## src/rtl/dac_spi_if.sv

```systemverilog
// Bundle between the sampling controller and the multi-channel SPI DAC driver:
// frame control and per-channel codes in, serial bus and status out.
interface dac_spi_if #(
  parameter int N_CH   = 4,
  parameter int DATA_W = 16
);
  logic                     enable;
  logic                     start;
  logic                     auto_mode;
  logic                     shutdown;
  logic [N_CH*DATA_W-1:0]   data_in;
  logic                     cs_n;
  logic                     sck;
  logic [N_CH-1:0]          sdi;
  logic                     ldac_n;
  logic                     busy;
  logic                     done;
  logic                     overrun;

  modport master (
    output enable, start, auto_mode, shutdown, data_in,
    input  cs_n, sck, sdi, ldac_n, busy, done, overrun
  );

  modport slave (
    input  enable, start, auto_mode, shutdown, data_in,
    output cs_n, sck, sdi, ldac_n, busy, done, overrun
  );
endinterface

```

## src/rtl/dac_spi_array.sv

```systemverilog
// Multi-channel SPI DAC driver: one word per channel shifted in parallel on a
// shared cs_n/sck, followed by an ldac_n strobe; single-shot or periodic frames.
module dac_spi_array #(
  parameter int                N_CH      = 4,
  parameter int                DATA_W    = 16,
  parameter int                SCK_DIV   = 4,
  parameter int                CS_SETUP  = 5,
  parameter int                LDAC_W    = 2,
  parameter int                PERIOD    = 81,
  parameter logic [DATA_W-1:0] SHDN_WORD = {DATA_W{1'b0}}
) (
  input  logic     clk,
  input  logic     rst_n,
  dac_spi_if.slave bus
);

  localparam int CNT_MAX = (CS_SETUP > SCK_DIV) ? ((CS_SETUP > LDAC_W) ? CS_SETUP : LDAC_W)
                                                : ((SCK_DIV > LDAC_W) ? SCK_DIV : LDAC_W);
  localparam int CNT_W = $clog2(CNT_MAX + 1);
  localparam int BIT_W = (DATA_W > 1) ? $clog2(DATA_W) : 1;
  localparam int PER_W = (PERIOD > 1) ? $clog2(PERIOD) : 1;

  localparam logic [CNT_W-1:0] SETUP_LAST = CNT_W'(CS_SETUP - 1);
  localparam logic [CNT_W-1:0] SCK_LAST   = CNT_W'(SCK_DIV - 1);
  localparam logic [CNT_W-1:0] SCK_HALF   = CNT_W'(SCK_DIV / 2);
  localparam logic [CNT_W-1:0] LDAC_LAST  = CNT_W'(LDAC_W - 1);
  localparam logic [BIT_W-1:0] BIT_LAST   = BIT_W'(DATA_W - 1);
  localparam logic [PER_W-1:0] PER_LAST   = PER_W'(PERIOD - 1);

  typedef enum logic [2:0] {IDLE, SETUP, SHIFT, HOLD, LOAD} state_t;

  state_t           state_q, state_d;
  logic [CNT_W-1:0] cnt_q, cnt_d;
  logic [BIT_W-1:0] bit_q, bit_d;
  logic [PER_W-1:0] per_q, per_d;
  logic             cs_n_q, cs_n_d;
  logic             sck_q, sck_d;
  logic             ldac_n_q, ldac_n_d;
  logic             busy_q, busy_d;
  logic             done_q, done_d;
  logic             overrun_q, overrun_d;
  logic             auto_tick, trigger;
  logic             load_en, shift_en, clear_en;
  logic [N_CH-1:0]  sdi_w;

  // Period timer only runs while auto frames are allowed, so it restarts from 0.
  always_comb begin
    per_d     = '0;
    auto_tick = 1'b0;
    if (bus.enable && bus.auto_mode) begin
      auto_tick = (per_q == PER_LAST);
      per_d     = auto_tick ? '0 : per_q + 1'b1;
    end
    trigger = bus.enable && (bus.start || auto_tick);
  end

  always_ff @(posedge clk) begin
    if (!rst_n) begin
      state_q   <= IDLE;
      cnt_q     <= '0;
      bit_q     <= '0;
      per_q     <= '0;
      cs_n_q    <= 1'b1;
      sck_q     <= 1'b0;
      ldac_n_q  <= 1'b1;
      busy_q    <= 1'b0;
      done_q    <= 1'b0;
      overrun_q <= 1'b0;
    end else begin
      state_q   <= state_d;
      cnt_q     <= cnt_d;
      bit_q     <= bit_d;
      per_q     <= per_d;
      cs_n_q    <= cs_n_d;
      sck_q     <= sck_d;
      ldac_n_q  <= ldac_n_d;
      busy_q    <= busy_d;
      done_q    <= done_d;
      overrun_q <= overrun_d;
    end
  end

  always_comb begin
    state_d  = state_q;
    cnt_d    = cnt_q;
    bit_d    = bit_q;
    load_en  = 1'b0;
    shift_en = 1'b0;
    clear_en = 1'b0;
    case (state_q)
      IDLE: begin
        if (trigger) begin
          state_d = SETUP;
          cnt_d   = '0;
          load_en = 1'b1;
        end
      end
      SETUP: begin
        if (cnt_q == SETUP_LAST) begin
          state_d = SHIFT;
          cnt_d   = '0;
          bit_d   = '0;
        end else begin
          cnt_d = cnt_q + 1'b1;
        end
      end
      SHIFT: begin
        // cnt is the phase within one SCK period; the shift lands on the falling edge.
        if (cnt_q == SCK_LAST) begin
          shift_en = 1'b1;
          cnt_d    = '0;
          if (bit_q == BIT_LAST) begin
            state_d = HOLD;
          end else begin
            bit_d = bit_q + 1'b1;
          end
        end else begin
          cnt_d = cnt_q + 1'b1;
        end
      end
      HOLD: begin
        state_d = LOAD;
        cnt_d   = '0;
      end
      LOAD: begin
        if (cnt_q == LDAC_LAST) begin
          state_d  = IDLE;
          clear_en = 1'b1;
        end else begin
          cnt_d = cnt_q + 1'b1;
        end
      end
      default: state_d = IDLE;
    endcase
  end

  // Outputs are registered from the next state so every pin comes straight off a flop.
  always_comb begin
    cs_n_d    = !(state_d == SETUP || state_d == SHIFT || state_d == HOLD);
    sck_d     = (state_d == SHIFT) && (cnt_d >= SCK_HALF);
    ldac_n_d  = (state_d != LOAD);
    busy_d    = (state_d != IDLE);
    done_d    = (state_q == LOAD) && (state_d == IDLE);
    overrun_d = bus.enable && (overrun_q || (auto_tick && busy_q));
  end

  generate
    for (genvar gi = 0; gi < N_CH; gi++) begin : g_ch
      logic [DATA_W-1:0] sh_q, sh_d;

      always_comb begin
        sh_d = sh_q;
        if (load_en) begin
          sh_d = bus.shutdown ? SHDN_WORD : bus.data_in[gi*DATA_W +: DATA_W];
        end else if (shift_en) begin
          sh_d = {sh_q[DATA_W-2:0], 1'b0};
        end else if (clear_en) begin
          sh_d = '0;
        end
      end

      always_ff @(posedge clk) begin
        if (!rst_n) begin
          sh_q <= '0;
        end else begin
          sh_q <= sh_d;
        end
      end

      assign sdi_w[gi] = sh_q[DATA_W-1];
    end
  endgenerate

  assign bus.cs_n    = cs_n_q;
  assign bus.sck     = sck_q;
  assign bus.sdi     = sdi_w;
  assign bus.ldac_n  = ldac_n_q;
  assign bus.busy    = busy_q;
  assign bus.done    = done_q;
  assign bus.overrun = overrun_q;

endmodule

```

## src/flat_wrapper.sv

```systemverilog
// flat-port wrapper written by rule: the top's interface ports become plain ports
module dac_spi_array_flat 
#(
  parameter int                N_CH      = 4,
  parameter int                DATA_W    = 16,
  parameter int                SCK_DIV   = 4,
  parameter int                CS_SETUP  = 5,
  parameter int                LDAC_W    = 2,
  parameter int                PERIOD    = 81,
  parameter logic [DATA_W-1:0] SHDN_WORD = {DATA_W{1'b0}}
)
  (clk, rst_n, bus_enable, bus_start, bus_auto_mode, bus_shutdown, bus_data_in, bus_cs_n, bus_sck, bus_sdi, bus_ldac_n, bus_busy, bus_done, bus_overrun);
  dac_spi_if #(.N_CH(N_CH), .DATA_W(DATA_W)) bus_i ();
  input  logic clk;
  input  logic rst_n;
  input wire logic [$bits(bus_i.enable)-1:0] bus_enable;
  input wire logic [$bits(bus_i.start)-1:0] bus_start;
  input wire logic [$bits(bus_i.auto_mode)-1:0] bus_auto_mode;
  input wire logic [$bits(bus_i.shutdown)-1:0] bus_shutdown;
  input wire logic [$bits(bus_i.data_in)-1:0] bus_data_in;
  output wire logic [$bits(bus_i.cs_n)-1:0] bus_cs_n;
  output wire logic [$bits(bus_i.sck)-1:0] bus_sck;
  output wire logic [$bits(bus_i.sdi)-1:0] bus_sdi;
  output wire logic [$bits(bus_i.ldac_n)-1:0] bus_ldac_n;
  output wire logic [$bits(bus_i.busy)-1:0] bus_busy;
  output wire logic [$bits(bus_i.done)-1:0] bus_done;
  output wire logic [$bits(bus_i.overrun)-1:0] bus_overrun;
  assign bus_i.enable = bus_enable;
  assign bus_i.start = bus_start;
  assign bus_i.auto_mode = bus_auto_mode;
  assign bus_i.shutdown = bus_shutdown;
  assign bus_i.data_in = bus_data_in;
  assign bus_cs_n = bus_i.cs_n;
  assign bus_sck = bus_i.sck;
  assign bus_sdi = bus_i.sdi;
  assign bus_ldac_n = bus_i.ldac_n;
  assign bus_busy = bus_i.busy;
  assign bus_done = bus_i.done;
  assign bus_overrun = bus_i.overrun;
  dac_spi_array #(.N_CH(N_CH), .DATA_W(DATA_W), .SCK_DIV(SCK_DIV), .CS_SETUP(CS_SETUP), .LDAC_W(LDAC_W), .PERIOD(PERIOD), .SHDN_WORD(SHDN_WORD)) u_core (.clk(clk), .rst_n(rst_n), .bus(bus_i));
endmodule
```

## config.mk

```make
export PLATFORM = sky130hd
export DESIGN_NAME = dac_spi_array_flat
export DESIGN_NICKNAME = d
export VERILOG_FILES = /design/src/rtl/dac_spi_if.sv /design/src/rtl/dac_spi_array.sv /design/src/flat_wrapper.sv
export SDC_FILE = /design/constraint.sdc
export NUM_CORES = 1
export LEC_CHECK = 0
export BUFFER_PORTS_ARGS = -buffer_cell sky130_fd_sc_hd__buf_2
export CAP_MARGIN = 15
export CELL_PAD_IN_SITES_DETAIL_PLACEMENT = 0
export CELL_PAD_IN_SITES_GLOBAL_PLACEMENT = 1
export CORE_MARGIN = 4
export CORE_UTILIZATION = 36
export DETAILED_ROUTE_END_ITERATION = 10
export GPL_TIMING_DRIVEN = 1
export PLACE_DENSITY_LB_ADDON = 0.05
export SYNTH_ARGS = -nofsm -noshare
export SYNTH_HDL_FRONTEND = slang
export SYNTH_SLANG_ARGS = --single-unit
```

## constraint.sdc

```tcl
create_clock -name clk -period 1.9 [get_ports clk]
set_input_delay 0.095 -clock clk [delete_from_list [all_inputs] [get_ports clk]]
set_output_delay 0.095 -clock clk [all_outputs]
set_load 0.01 [all_outputs]
```

Yosys cells after proc, flatten, opt, wreduce, memory -nomap -nowiden:

Index checks and enable logic that the tools add are counted.

* word-level logic and storage cells: 89
* bits in registers: 87
* output and inout bits: 10

* bitwise operators: 2
* reduce and logical (&&, ||, !) cells: 18
* order comparisons: 1
* add/sub/neg operators: 3
* eq/ne operators: 16
* multiplexer cells: 35

Operators with widths (number)
* two-way mux 16 bit: 13
* one-hot mux 3 bit (5 select lines): 2
* two-way mux 3 bit: 9
* == test 3 x 2 -> 1 bit, second input constant: 5
* two-way mux 4 bit: 3
* == test 3 x 1 -> 1 bit, second input constant: 3
* one-hot mux 4 bit (2 select lines): 1
* adder 7 x 1 -> 7 bit, second input constant: 1
* == test 7 bit, second input constant: 1
* two-way mux 1 bit: 7
* == test 3 bit, second input constant: 2
* logical AND 1 bit: 6
* zero test 3 bit: 2
* nonzero test 3 bit: 2
* adder 4 x 1 -> 4 bit, second input constant: 1
* == test 4 bit, second input constant: 1
* logical OR 1 bit: 4
* inequality test 2 x 1 -> 1 bit, second input constant: 2
* AND reduction 4 bit: 1
* adder 3 x 1 -> 3 bit, second input constant: 1
* greater-or-equal comparator 3 x 2 -> 1 bit, second input constant: 1
* inequality test 3 bit, second input constant: 1
* OR reduction 3 bit: 1
* inequality test 2 bit, second input constant: 1
* other kinds (3): 4

Depth between registers and ports, before layout:

Gate-level depths: netlist (run 1).

* depth in word-level cells: 10
* depth in mapped cells: 9

Worst setup path after synthesis (run 1):

Ideal clock, no wire load.

* path type: register -> register
* start: reg u_core.per_q[0]
* end: reg u_core.g_ch[0].sh_q[15]
* required time: 1842 ps
* arrival: 1856 ps
* setup time: 58 ps
* path buffers: 1
* clock period less this slack: 1914 ps
* slack: -14 ps
* cell stages (with the launch flop): 9
* cells stage by stage: dfxtp_1 -> inv_1 -> ha_1 -> and4_4 -> a22o_4 -> a221oi_4 -> buf_6 -> a22oi_2 -> nand2_1

* word-level cells in the longest chain between the ends: 7

RTL lines
* start, declared: RTL line dac_spi_array.sv:35 `logic [PER_W-1:0] per_q, per_d;`
* start signal, assigned: RTL line dac_spi_array.sv:73 `per_q <= per_d;`
* == test 7 bit *: RTL line dac_spi_array.sv:51 `auto_tick = (per_q == PER_LAST);`
* two-way mux 1 bit *: RTL line dac_spi_array.sv:50 `if (bus.enable && bus.auto_mode) begin`
* logical OR 1 bit *: RTL line dac_spi_array.sv:54 `trigger = bus.enable && (bus.start || auto_tick);`
* logical AND 1 bit *: RTL line dac_spi_array.sv:54
* two-way mux 1 bit *: RTL line dac_spi_array.sv:92 `if (trigger) begin`
* two-way mux 1 bit *: RTL line dac_spi_array.sv:90 `case (state_q)`
* nonzero test 3 bit (no line) or two-way mux 16 bit (tied branches)
* end signal, assigned: RTL line dac_spi_array.sv:164 `sh_q <= '0;`
* end signal, assigned: RTL line dac_spi_array.sv:166 `sh_q <= sh_d;`
* end, declared: RTL line dac_spi_array.sv:149 `logic [DATA_W-1:0] sh_q, sh_d;`

Mark *: on every way between the ends. The rest lies on a longest branch, timed or not.
A chain may end at the register's enable or synchronous reset.

Final worst setup path (run 1):

* start: reg u_core.per_q[1]
* end: reg u_core.g_ch[3].sh_q[9]

* word-level cells in the longest chain between the ends: 7

RTL lines (RTL line)
* == test 7 bit *: dac_spi_array.sv:51
* two-way mux 1 bit *: dac_spi_array.sv:50
* logical OR 1 bit *: dac_spi_array.sv:54
* logical AND 1 bit *: dac_spi_array.sv:54
* two-way mux 1 bit *: dac_spi_array.sv:92
* two-way mux 1 bit *: dac_spi_array.sv:90
* nonzero test 3 bit (no line) or two-way mux 16 bit (tied branches)
* end signal, assigned: dac_spi_array.sv:164
* end signal, assigned: dac_spi_array.sv:166
* end, declared: dac_spi_array.sv:149

Marks and branches as above.

==> flow_summary.json, run 1 <==
{
  "number_of_flops_mapped_to_enable_cells_by_yosys": 0,
  "final_layout_size_suffix_gt1_frac": 0.2794,
  "power.density_cell_area_mw_per_mm2": 719.1,
  "remaining_drc_errors": 0,
  "setup.worst_path.start": "u_core.per_q[1]",
  "dpl-instance-area_mm2": 0.004229,
  "insertedDiodeCount": 0,
  "clock_tree.htree_level_count": 3,
  "synth_largest_area_cell": "dfxtp_1",
  "chipHeight_um": 109.4,
  "drt-wirelength-per-cell_um": 13.37,
  "dp.cells": 604,
  "clk_pin_slew_worst_paths_ns": 0.09,
  "worst-setup-path-type": "flop to flop",
  "worstPathCellList": "inv_2 > ha_4 > and4_4 > a22o_4 > a221oi_4 > buf_6 > clkbuf_16 > a22oi_1 > nand2_1",
  "fp.dieArea_mm2": 0.01197,
  "synth_top_cells_by_area": "dfxtp_1 47%, nand2_1 13%, a22oi_1 8.3%",
  "grt_pass1_wl_mm": 14.25,
  "detail_route.wirelength_mm": 9.295,
  "grt_pass1_vias": 3078,
  "crit_buf_inv": 3,
  "cp.required_ns": 2.19,
  "worst_skew_pair.late_latency_ns": 0.35,
  "overflow": 0,
  "final_cells": 695,
  "final_nets": 635,
  "total_global_route_track_usage": 0.1479,
  "drv.max_cap_violation_count": 0,
  "drt_iter0_drc": 206,
  "synth.distinct_cells": 42,
  "slew_viol_final": 0,
  "r2r-start": "u_core.per_q[1]",
  "max-vdd-ir-drop_uv": 366.6,
  "root_cell_of_the_clock_tree": "clkbuf_8",
  "place_hpwl_mm": 5.449,
  "synth_area_mm2": 0.003701,
  "starting_density": 0.3735,
  "critical_path.max_stage_delay_ns": 0.35,
  "ys_seq_elements": 87,
  "antenna_violating_nets_post_route": 0,
  "synth_fp_nets": 486,
  "cpLargestDelayFamily": "compound AO/OA/AOI/OAI gates",
  "worstHoldStart": "bus_enable",
  "place.gp.congestion": 0.7360,
  "synth-main-ff-cell": "dfxtp_1",
  "synth_cells": 408,
  "fp-row-count": 36,
  "drt_pre_antenna_iters": 5,
  "timing.final.hold_violations": 0,
  "seq_area_frac_synth": 0.4706,
  "route.detailed.vias_per_inst": 4.727,
  "clock_tree.buffer_depth": 2,
  "cts_buffer_count": 9,
  "hold_path.class": "input port to flop",
  "layout_min_cycle_time_ns": 1.819,
  "postSynth.asyncResetShare": 0,
  "synth_largest_type_area_fraction": 0.4706,
  "tritoncts_clock_tree": "yes",
  "grt_start_max_net_pins": 65,
  "pin_count": 80,
  "fin_crit_sh": 0.9576,
  "max_slew_margin_vs_limit": 0.6512,
  "core_area_mm2": 0.009910,
  "fin_skew_ns": 0.01350,
  "critPathSlowestCell": "dfxtp_2",
  "number_of_antenna_violations_at_the_first_check_in_global_routing": 0,
  "crit_path_max_fanout": 8,
  "avgSynthCellArea_um2": 9.071,
  "status": "finished, final reports clean",
  "worstPathArrival_ns": 2.11,
  "finalInstanceArea_mm2": 0.005323,
  "endpoint_kind": "flop",
  "area_growth_pct": 43.81,
  "place.port_buffers": 79,
  "finalSetupViolations": 0,
  "synth_warnings": 0,
  "p_leak_nw": 2.402,
  "timing.critical_path.from_type": "flop",
  "fmax_mhz": 549.6,
  "cts_num_sinks": 87,
  "route.vias.total": 3285,
  "floorplan.die.width_um": 109.4,
  "tightest_slew_ns": 0.5184
}
## layer usage
metal | global-route usage | wire length [um] | up-vias
met5 | 0 | 0 | -
met4 | 0.05343 | 91 | 0
met3 | 0.02819 | 412 | 8
met2 | 0.2432 | 4303 | 70
met1 | 0.1930 | 4487 | 1508
li1 | - | - | 1699
## state kept, by name, indices dropped and copies added, names as in the netlist, 2 cells and up, named ones only
name	count
u_core.g_ch.sh_q	64
u_core.per_q	7
u_core.bit_q	4
u_core.state_q	3
u_core.cnt_q	2
## cell families after synthesis
kind of cell,synth area share
muxes,0.002705
DFF,0.4706
adders and majority gates,0.02705
buffers and inverters,0.06423
and+or+nand+nor,0.2035
xor gates and xnor gates,0.01893
AOI/OAI and AO/OA,0.2130
## layout by cell type (no fill, tap or decap), types with 5 or more instances in the layout
master	Yosys	layout
nand2_1	126	126
dfxtp_1	87	82
buf_2	7	79
dlygate4sd3_1	0	64
a22oi_1	41	41
a22oi_2	20	20
nor2_1	16	16
buf_4	4	13
inv_1	12	10
clkbuf_8	0	10
a21oi_1	6	6
xnor2_1	6	6
and2_1	5	5
a22o_1	5	5
ha_1	8	5
## power breakdown
part	leakage, nW	switching [mW]	internal [mW]	total, mW
sequential	0.708	0.0310	1.87	1.90
clock	0.120	0.698	0.797	1.50
combinational	1.57	0.177	0.253	0.429
## path summary, 6_finish.rpt
check                           cells past startpoint  slack [ns]                     end
worst max-delay path                                9        0.08  u_core.g_ch[3].sh_q[9]
worst max register to register                      9        0.08  u_core.g_ch[3].sh_q[9]
worst min register to register                      2        0.44  u_core.g_ch[0].sh_q[1]
worst min-delay path                                3        0.02      u_core.bus.overrun
## area by class of cell
class	instances	area (um2)
fill	942	4587
sequential	87	1753
timing repair buffer	167	1348
multi-input combinational	280	1770
clock buffer	10	137.6
tap	133	166.4
inverter	12	45.04
clock inverter	6	102.6
## through the flow
stage | worst slack [ns] | total power, mW | TNS [ns] | util | hold slack, ns
floorplan | 0.01179 | 2.095 | 0 | - | 0.2097
global placement | 0.006010 | 2.221 | 0 | 0.4268 | 0.3085
detailed placement | -0.007424 | 2.222 | -0.01455 | 0.4268 | 0.3078
CTS | -0.01650 | 3.830 | -0.1121 | 0.5159 | 0.002725
global route | -0.01525 | 4.011 | -0.1159 | 0.5371 | 0.03791
finish | 0.08062 | 3.828 | 0 | 0.5371 | 0.01996
## cells in the mapped netlist (all sizes together), types with 2 or more instances
library cell / instances
and4: 2
xor2: 2
inv: 12
a211oi: 2
nand2: 126
nand3: 4
ha: 8
dfxtp: 87
clkbuf: 10
nand3b: 2
o31ai: 2
and2: 5
a22oi: 61
buf: 19
nor2b: 3
o21ai: 2
nor2: 16
nor4b: 2
nand2b: 4
xnor2: 6
a22o: 6
a21oi: 6
nor3: 4
and3: 4
## worst reg2reg max path: stages (launching register included)
cell	delay [ns]
dfxtp_2	0.35
inv_2	0.05
ha_4	0.15
and4_4	0.16
a22o_4	0.23
a221oi_4	0.32
buf_6	0.19
clkbuf_16	0.17
a22oi_1	0.09
nand2_1	0.07
## timing repair
| action | in CTS | in global routing |
|---|---|---|
| setup endpoints to repair | 56 | 67 |
| pin swaps | 1 | 11 |
| gates resized for setup | 2 | 19 |
| setup buffers | 0 | 6 |
| hold buffers | 64 | 0 |
| hold endpoints to repair | 64 | 0 |
| cloned | 0 | 5 |
(Power assumes the default switching activity.)
==> inputs of run 2 (changes only) <==
- RECOVER_POWER: default -> 100
==> run 2 against run 1 <==
Sequential power barely moved; routed wire length fell by 0.11%; via count fell by 0.27%; final area fell by 0.35%; fmax barely moved.
==> flow_summary.json, run 2 (same netlist as run 1, synthesis figures left out) <==
{
  "cp.required_ns": 2.20,
  "final_cells": 695,
  "crit_buf_inv": 3,
  "final_cell_mix": "126 x nand2_1, 82 x dfxtp_1, 69 x buf_2, 64 x dlygate4sd3_1, 41 x a22oi_1",
  "cts_num_sinks": 87,
  "post-route-worst-setup-slack_ns": 0.08028,
  "root_cell_of_the_clock_tree": "clkbuf_8",
  "fp-row-count": 36,
  "power.density_cell_area_mw_per_mm2": 721.6,
  "number_of_antenna_violations_at_the_first_check_in_global_routing": 0,
  "chipHeight_um": 109.4,
  "post-layout-total-power_mw": 3.827,
  "worst-setup-path-type": "flop to flop",
  "pin_count": 80,
  "largest_register": "u_core.g_ch.sh_q",
  "drt_pre_antenna_iters": 5,
  "clock_tree.htree_level_count": 3,
  "sum_of_negative_setup_slack_ns": 0,
  "worstPathArrival_ns": 2.11,
  "grt_pass1_wl_mm": 14.25,
  "dp.cells": 604,
  "tritoncts_clock_tree": "yes",
  "worstPathCellList": "inv_2 > ha_4 > and4_4 > a22o_4 > a221oi_4 > buf_6 > clkbuf_16 > a22oi_1 > nand2_1",
  "insertedDiodeCount": 0,
  "final_util": 0.5352,
  "overflow": 0,
  "leading_cell_type_in_the_layout_fill_and_taps_excluded": "nand2_1",
  "layout_min_cycle_time_ns": 1.820,
  "hold_path.class": "input port to flop",
  "cts_buffer_count": 9,
  "max-vdd-ir-drop_uv": 366.7,
  "largest_reg_flops": 64,
  "crit_path_max_fanout": 8,
  "cpLargestDelayFamily": "compound AO/OA/AOI/OAI gates",
  "status": "finished, final reports clean",
  "fmax_mhz": 549.5,
  "starting_density": 0.3735,
  "fin_crit_sh": 0.9577,
  "antenna_violating_nets_post_route": 0,
  "drt-wirelength-per-cell_um": 13.36,
  "finalSetupViolations": 0,
  "place.gp.congestion": 0.7360,
  "detail_route.wirelength_mm": 9.285,
  "slew_viol_final": 0,
  "setup.worst_path.start": "u_core.per_q[1]",
  "crit_path_end": "u_core.g_ch[3].sh_q[9]",
  "route.vias.total": 3276,
  "timing.final.hold_violations": 0,
  "fp.dieArea_mm2": 0.01197,
  "final_nets": 635,
  "place_hpwl_mm": 5.449,
  "clock_tree.buffer_depth": 2,
  "floorplan.die.width_um": 109.4,
  "grt_start_max_net_pins": 65,
  "p_leak_nw": 2.358,
  "fin_skew_ns": 0.01417,
  "timing.reg2reg.setup_slack_ns": 0.08,
  "worst_skew_pair.late_latency_ns": 0.35,
  "r2r-start": "u_core.per_q[1]",
  "area_growth_pct": 43.31,
  "drt_iter0_drc": 209,
  "placement.setup.worst_slack_ns": -0.007424,
  "max_slew_margin_vs_limit": 0.6568,
  "total_global_route_track_usage": 0.1479,
  "worst-r2r-cell-count": 9,
  "biggestRegsByFlops": "u_core.g_ch.sh_q (64), u_core.per_q (7), u_core.bit_q (4)",
  "remaining_drc_errors": 0,
  "critical_path.max_stage_delay_ns": 0.35,
  "route.detailed.vias_per_inst": 4.714,
  "place.port_buffers": 79,
  "core_area_mm2": 0.009910,
  "critPathSlowestCell": "dfxtp_2",
  "tightest_slew_ns": 0.5100,
  "cp.depth": 9,
  "timing.critical_path.from_type": "flop",
  "endpoint_kind": "flop",
  "drv.max_cap_violation_count": 0,
  "final_layout_size_suffix_gt1_frac": 0.2580,
  "reg2reg_to": "u_core.g_ch[3].sh_q[9]",
  "clk_pin_slew_worst_paths_ns": 0.09,
  "grt_pass1_vias": 3078
}
[run 2: cell types whose count changed in the layout (fill, tap and decap cells not counted), sizes merged]
cell	change
clkbuf	+12
buf	-12
[run 2: power breakdown]
| group | leakage [nW] | internal, mW | switching [mW] | total (mW) |
|---|---|---|---|---|
| registers | 0.708 | 1.87 | 0.0313 | 1.90 |
| logic | 1.53 | 0.249 | 0.176 | 0.426 |
| clock network | 0.120 | 0.797 | 0.701 | 1.50 |
| total | 2.36 | 2.92 | 0.909 | 3.83 |
[run 2: worst min-delay path by stage]
stage	start	endpoint	slack [ns]	cells after the start
floorplan	bus_data_in[15]	u_core.g_ch[0].sh_q[15]	0.21	2
global placement	bus_data_in[15]	u_core.g_ch[0].sh_q[15]	0.31	3
detailed placement	bus_data_in[48]	u_core.g_ch[3].sh_q[0]	0.31	2
CTS	bus_enable	u_core.bus.overrun	0.003	3
global route	bus_enable	u_core.bus.overrun	0.04	3
finish	bus_enable	u_core.bus.overrun	0.02	3
[run 2: per-stage QoR]
| stage | hold WS (ns) | cell area (um2) |
|---|---|---|
| 5_1_grt | 0.03791 | 5304 |
| 6_report | 0.02024 | 5304 |
| 4_1_cts | 0.002725 | 5112 |
| 3_3_place_gp | 0.3085 | 4229 |
| 3_5_place_dp | 0.3078 | 4229 |
| 2_1_floorplan | 0.2097 | 3702 |
[run 2: metal layers]
metal / routed length, um / track usage
met5: 0 / 0
met4: 91 / 0.05343
met3: 395 / 0.02819
met2: 4295 / 0.2432
met1: 4502 / 0.1930
[run 2: area by class of cell]
type	instances	area, um2
Clock buffer	10	137.6
Fill cell	946	4606
Multi-Input combinational cell	280	1768
Tap cell	133	166.4
Inverter	12	45.04
Sequential cell	87	1753
Timing Repair Buffer	167	1331
Clock inverter	6	102.6
[run 2: what timing repair did]
action,in CTS,in global routing
pin swaps,1,11
buffers inserted,0,6
gates resized for setup,2,19
setup endpoints to repair,56,67
gates cloned,0,5
endpoints found under the hold margin,64,0
hold buffers,64,0
[run 2: worst min-delay path: stages]
cell and delay, ns:
buf_2 0.12, nand2_1 0.07, nor2_1 0.04
